==> config.mk <==
export PLATFORM = sky130hd
export DESIGN_NAME = clkswitch_req
export DESIGN_NICKNAME = d
export VERILOG_FILES = /design/src/rtl/clkswitch_pkg.sv /design/src/rtl/clkswitch_sync.sv /design/src/rtl/clkswitch_req.sv
export SDC_FILE = /design/constraint.sdc
export NUM_CORES = 1
export LEC_CHECK = 0
export BUFFER_PORTS_ARGS = -buffer_cell sky130_fd_sc_hd__buf_4
export CORE_ASPECT_RATIO = 1.2
export CORE_MARGIN = 10
export CORE_UTILIZATION = 57
export DETAILED_ROUTE_END_ITERATION = 7
export GPL_TIMING_DRIVEN = 1
export PLACE_DENSITY = 0.79
export SKIP_LAST_GASP = 1
export SLEW_MARGIN = 25
export SYNTH_ARGS = -nofsm -noshare
export SYNTH_HDL_FRONTEND = slang
export SYNTH_SLANG_ARGS = --single-unit
==> constraint.sdc <==
create_clock -name hsclk_in -period 1.9 [get_ports hsclk_in]
set_input_delay 0.285 -clock hsclk_in [delete_from_list [all_inputs] [get_ports hsclk_in]]
set_output_delay 0.285 -clock hsclk_in [all_outputs]
set_load 0.005 [all_outputs]
==> src/rtl/clkswitch_pkg.sv <==
// ---------------------------------------------------------------------------
// clkswitch_pkg : state encoding and default sizing for the clock-switch requester
// Rev 1.0
// ---------------------------------------------------------------------------
`default_nettype none

package clkswitch_pkg;

   localparam logic [1:0] LS_RUN = 2'd0;
   localparam logic [1:0] TO_HS  = 2'd1;
   localparam logic [1:0] HS_RUN = 2'd2;
   localparam logic [1:0] TO_LS  = 2'd3;

   localparam int C_SYNC_STAGES    = 2;
   localparam int C_DWELL_CYCLES   = 8;
   localparam int C_TIMEOUT_CYCLES = 255;
   localparam int C_CNT_W          = 8;

endpackage

`default_nettype wire

==> src/rtl/clkswitch_sync.sv <==
// ---------------------------------------------------------------------------
// clkswitch_sync : STAGES-deep status synchroniser with a configurable reset value
// Rev 1.0
// ---------------------------------------------------------------------------
`default_nettype none

module clkswitch_sync #(
   parameter int   STAGES  = 2,
   parameter logic RST_VAL = 1'b0
) (
   input  logic clk,
   input  logic rst_b,
   input  logic i_d,
   output logic o_q
);

   logic [STAGES-1:0] r_chain;

   always_ff @(posedge clk) begin
      if (!rst_b) begin
         r_chain <= {STAGES{RST_VAL}};
      end else begin
         r_chain <= {r_chain[STAGES-2:0], i_d};
      end
   end

   assign o_q = r_chain[STAGES-1];

endmodule

`default_nettype wire

==> src/rtl/clkswitch_req.sv <==
// ---------------------------------------------------------------------------
// clkswitch_req : requester side of the HS/LS CPU clock-switch handshake
// Rev 1.0
// ---------------------------------------------------------------------------
`default_nettype none

module clkswitch_req
   import clkswitch_pkg::*;
#(
   parameter int SYNC_STAGES    = C_SYNC_STAGES,
   parameter int DWELL_CYCLES   = C_DWELL_CYCLES,
   parameter int TIMEOUT_CYCLES = C_TIMEOUT_CYCLES,
   parameter int CNT_W          = C_CNT_W
) (
   input  logic       hsclk_in,
   input  logic       rst_b,
   input  logic       ls_req,
   input  logic       hs_allowed,
   input  logic       err_clr,
   input  logic       hsclk_selected,
   input  logic       lsclk_selected,
   output logic       hsclk_sel,
   output logic       cpu_rdy,
   output logic       switching,
   output logic       timeout_err,
   output logic [1:0] state_o
);

   localparam logic [CNT_W-1:0] c_DWELL   = CNT_W'(DWELL_CYCLES);
   localparam logic [CNT_W-1:0] c_TIMEOUT = CNT_W'(TIMEOUT_CYCLES);
   localparam logic [CNT_W-1:0] c_ONE     = CNT_W'(1);

   logic             w_hs_s;
   logic             w_ls_s;
   logic [1:0]       r_state;
   logic [1:0]       w_state_nxt;
   logic             r_hsclk_sel;
   logic             w_sel_nxt;
   logic [CNT_W-1:0] r_dwell_cnt;
   logic [CNT_W-1:0] w_dwell_nxt;
   logic [CNT_W-1:0] r_to_cnt;
   logic [CNT_W-1:0] w_to_nxt;
   logic             w_err_set;
   logic             r_switching;
   logic             r_timeout_err;

   // Reset values mirror the controller's own reset state: LS selected, HS gated off.
   clkswitch_sync #(.STAGES(SYNC_STAGES), .RST_VAL(1'b0)) u_sync_hs (
      .clk   (hsclk_in),
      .rst_b (rst_b),
      .i_d   (hsclk_selected),
      .o_q   (w_hs_s)
   );

   clkswitch_sync #(.STAGES(SYNC_STAGES), .RST_VAL(1'b1)) u_sync_ls (
      .clk   (hsclk_in),
      .rst_b (rst_b),
      .i_d   (lsclk_selected),
      .o_q   (w_ls_s)
   );

   always_comb begin
      w_state_nxt = r_state;
      w_sel_nxt   = r_hsclk_sel;
      w_dwell_nxt = r_dwell_cnt;
      w_to_nxt    = r_to_cnt;
      w_err_set   = 1'b0;
      case (r_state)
         LS_RUN: begin
            if (r_dwell_cnt != '0) begin
               w_dwell_nxt = r_dwell_cnt - c_ONE;
            end
            if (hs_allowed && !ls_req && (r_dwell_cnt == '0)) begin
               w_state_nxt = TO_HS;
               w_sel_nxt   = 1'b1;
               w_to_nxt    = '0;
            end
         end
         TO_HS: begin
            // A late ls_req does not abort; HS_RUN is left on the following cycle.
            if (r_to_cnt != c_TIMEOUT) begin
               w_to_nxt = r_to_cnt + c_ONE;
            end
            if (w_hs_s && !w_ls_s) begin
               w_state_nxt = HS_RUN;
            end else if (r_to_cnt == c_TIMEOUT) begin
               w_err_set   = 1'b1;
               w_sel_nxt   = 1'b0;
               w_state_nxt = TO_LS;
               w_to_nxt    = '0;
            end
         end
         HS_RUN: begin
            if (ls_req || !hs_allowed) begin
               w_state_nxt = TO_LS;
               w_sel_nxt   = 1'b0;
               w_to_nxt    = '0;
            end
         end
         TO_LS: begin
            w_sel_nxt = 1'b0;
            if (r_to_cnt != c_TIMEOUT) begin
               w_to_nxt = r_to_cnt + c_ONE;
            end
            if (w_ls_s && !w_hs_s) begin
               w_state_nxt = LS_RUN;
               w_dwell_nxt = c_DWELL;
            end else if (r_to_cnt == c_TIMEOUT) begin
               w_err_set = 1'b1;
            end
         end
         default: begin
            w_state_nxt = LS_RUN;
            w_sel_nxt   = 1'b0;
         end
      endcase
   end

   always_ff @(posedge hsclk_in) begin
      if (!rst_b) begin
         r_state       <= LS_RUN;
         r_hsclk_sel   <= 1'b0;
         r_dwell_cnt   <= c_DWELL;
         r_to_cnt      <= '0;
         r_switching   <= 1'b0;
         r_timeout_err <= 1'b0;
      end else begin
         r_state     <= w_state_nxt;
         r_hsclk_sel <= w_sel_nxt;
         r_dwell_cnt <= w_dwell_nxt;
         r_to_cnt    <= w_to_nxt;
         r_switching <= (w_state_nxt == TO_HS) || (w_state_nxt == TO_LS);
         if (w_err_set) begin
            r_timeout_err <= 1'b1;
         end else if (err_clr) begin
            r_timeout_err <= 1'b0;
         end
      end
   end

   assign cpu_rdy     = (r_state == LS_RUN) ||
                        ((r_state == HS_RUN) && !ls_req && hs_allowed);
   assign hsclk_sel   = r_hsclk_sel;
   assign switching   = r_switching;
   assign timeout_err = r_timeout_err;
   assign state_o     = r_state;

endmodule

`default_nettype wire

==> impl_metrics.ini <==
[drt]
drcViolationCount = 0
ant_nets = 0
wl_um = 2882
firstDrtPassIters = 4
viasPerCell = 6.040
vias = 1202
avgRoutedWirePerCell_um = 14.48
drt_iter0_markers = 75

[die]
dieHeight_um = 72.54
start_util_pct = 61.94
fp.dieW_um = 63.79
rows = 18
die-area_mm2 = 0.004627
io_pins = 13
core_area_mm2 = 0.002117

[placed_design]
post-place-cells = 195
routabilityCongestion = 0.9387
dp.final_hpwl_um = 2154
place.port_buffers = 12
place_area_mm2 = 0.001431

[clock_tree]
cts_tree = yes
cts_buffer_depth = 2
ctsResizeCount = 0
cts_root_buf = clkbuf_4
cts_sinks = 24
clock_latency_ps = 320
ctsHoldBuffers = 0
cts_made_buffers = 3
cts.reportedPaths.clkPinSlew_ps = 140
post_cts_buffers = 0
h-tree-depth = 1

[synthesis]
netlist_top_cells_area = dfxtp_1, nor2_1, xnor2_1
synthMuxAreaShare_pct = 0
synth.ff_latch_count = 24
ys.flop_type = dfxtp_1
synth_top_area_share_pct = 36.64
syn_nets = 167
synth_compound_area_share_pct = 25.67
synth_seq_area_share_pct = 36.64
synth_xor_area_share_pct = 4.008
synthAdderAreaFrac_pct = 3.817
synth_top_family_by_area = compound AO/OA/AOI/OAI gates
yosysWarnings = 0
syn_area_mm2 = 0.001311
yosys.area_share.simple_pct = 24.14
synthArstFlopShare_pct = 0
synth_cell_type_count = 44
synth_edf_count = 0
syn_inst = 156
avgSynthCellArea_um2 = 8.406
synth_top_cell_by_area = dfxtp_1

[sta]
final.setup.tns_ps = 0
finalCriticalPeriod_ps = 1733
fmax_ghz = 0.5771
skew_ps = 4.943
worst_hold_slack_ps = 135.5
setup_viol = 0
slew_headroom_pct = 70.23
hold_viol_final = 0
finalCritPeriodShare_pct = 91.20
max_slew.worst_pin.slew_ps = 446.5
finalMaxSlewViolations = 0
grt_setup_unrepaired = false

[setup_path]
startpoint = r_to_cnt[1]
crit_path_end_kind = flip-flop
crit_path_max_fanout = 5
critPathLaunchType = flip-flop
required_ps = 2160
worst-setup-path-type = reg -> reg
critPathArrivalTime_ps = 1990
r2r_start = r_to_cnt[1]

[hold_path]
hold_path_class = in -> reg
hp-start = lsclk_selected

[layout]
final_cell_mix = dfxtp_1, buf_4, nor2_1
drive_gt1_share_pct = 19.53
layout_commonest_cell = dfxtp_1
area_delta_synth_final_pct = 13.26
ff_latch_area_um2 = 481.7
multi_input_area_um2 = 755.7
n_fill_cell = 188
antenna_cells = 0
nNetsFinal = 181
final_cell_area_mm2 = 0.001485
final_cells = 199

[pwr]
leakage_nw = 0.5573
switching_share_pct = 31.73
p_int_mw = 1.029
p_seq_share_pct = 43.1
total_power_mw = 1.508
cellPowerDensity_mw_per_mm2 = 1015
ir_drop_mv = 0.6218
p_comb_share_pct = 31.9
pwr-share-clk_pct = 25.0
p_sw_uw = 478.4

[grt]
grt_max_degree = 16
grt_remaining_overflow = 0
grt_pass1_wl_um = 5064
grt_pass1_vias = 1211
antenna_found_initial = 0
track_usage_pct = 13.07

[flow_run]
maxCapViolCount = 0

[status]
status = completed
-- sequential cells by signal, indices dropped and copies added (netlist names) --
name / count
r_to_cnt: 8
u_sync_ls.r_chain: 2
switching: 1
u_sync_hs.r_chain: 2
hsclk_sel: 1
timeout_err: 1
state_o: 1
r_dwell_cnt: 8
-- per-stage QoR --
step | setup slack, ps | util (%)
detailed placement | 201.6 | 67.61
finish | 167.3 | 70.15
global route | 18.88 | 70.15
floorplan | 217.8 | -
global placement | 273.4 | 67.61
CTS | 162.0 | 70.09
-- layer usage --
| metal | vias to the layer above | track usage (%) | wire, um |
|---|---|---|---|
| li1 | 588 | - | - |
| met1 | 581 | 13.26 | 1153 |
| met2 | 25 | 23.70 | 1576 |
| met3 | 8 | 2.458 | 97 |
| met4 | 0 | 8.759 | 54 |
| met5 | - | 0 | 0 |
-- synthesized netlist by cell type, types with 2 or more instances --
cell and n:
a211oi_1 2, a21oi_1 9, a21oi_2 4, a311oi_1 3, a31oi_1 3, and2_1 2
buf_2 3, clkbuf_1 3, dfxtp_1 24, ha_1 4, inv_1 8, nand2_1 13
nand2b_1 3, nand3_1 10, nand3b_1 2, nand4_1 2, nor2_1 14, nor2b_1 3
nor3_1 5, o211ai_1 2, o21ai_0 9, xnor2_1 6
-- layout make-up --
cell class                 count  share of cell area, %
clock buffer                   3                  1.516
clock inverter                 1                  2.022
inverter                       8                  2.022
multi-input combinational    116                  50.88
sequential                    24                  32.43
tap                           30                  2.527
timing repair buffer          17                  8.593
-- path summary, 6_finish.rpt --
check                         endpoint  slack, ps  cells past startpoint
setup / recovery           r_to_cnt[0]        170                      8
hold / removal    u_sync_ls.r_chain[0]        140                      2
setup reg to reg           r_to_cnt[0]        170                      8
hold reg to reg   u_sync_ls.r_chain[1]        430                      1
-- worst max-delay path, cell delays in order (launching register included) --
cell and delay (ps):
dfxtp_1 400, ha_1 220, nand2_1 150, nor3_4 200, inv_1 110, ha_1 280, nand2_1 60, o211ai_1 90
a21oi_1 150
-- kinds of logic (layout without fill, tap and decap cells) --
logic type | count (synthesis) | count (layout)
xor gates and xnor gates | 6 | 6
DFF | 24 | 24
AOI/OAI and AO/OA | 46 | 46
and+or+nand+nor | 60 | 60
adders and majority gates | 4 | 4
buffers and inverters | 16 | 29
-- power by group through the flow --
stage               Clock [mW]  Sequential [mW]  Combinational, mW
finish                   0.377            0.650              0.481
global route             0.402            0.659              0.551
CTS                      0.380            0.649              0.486
detailed placement           0            0.661              0.480
global placement             0            0.659              0.466
floorplan                    0            0.646              0.396
No activity file was read; power rests on OpenSTA's default activity.
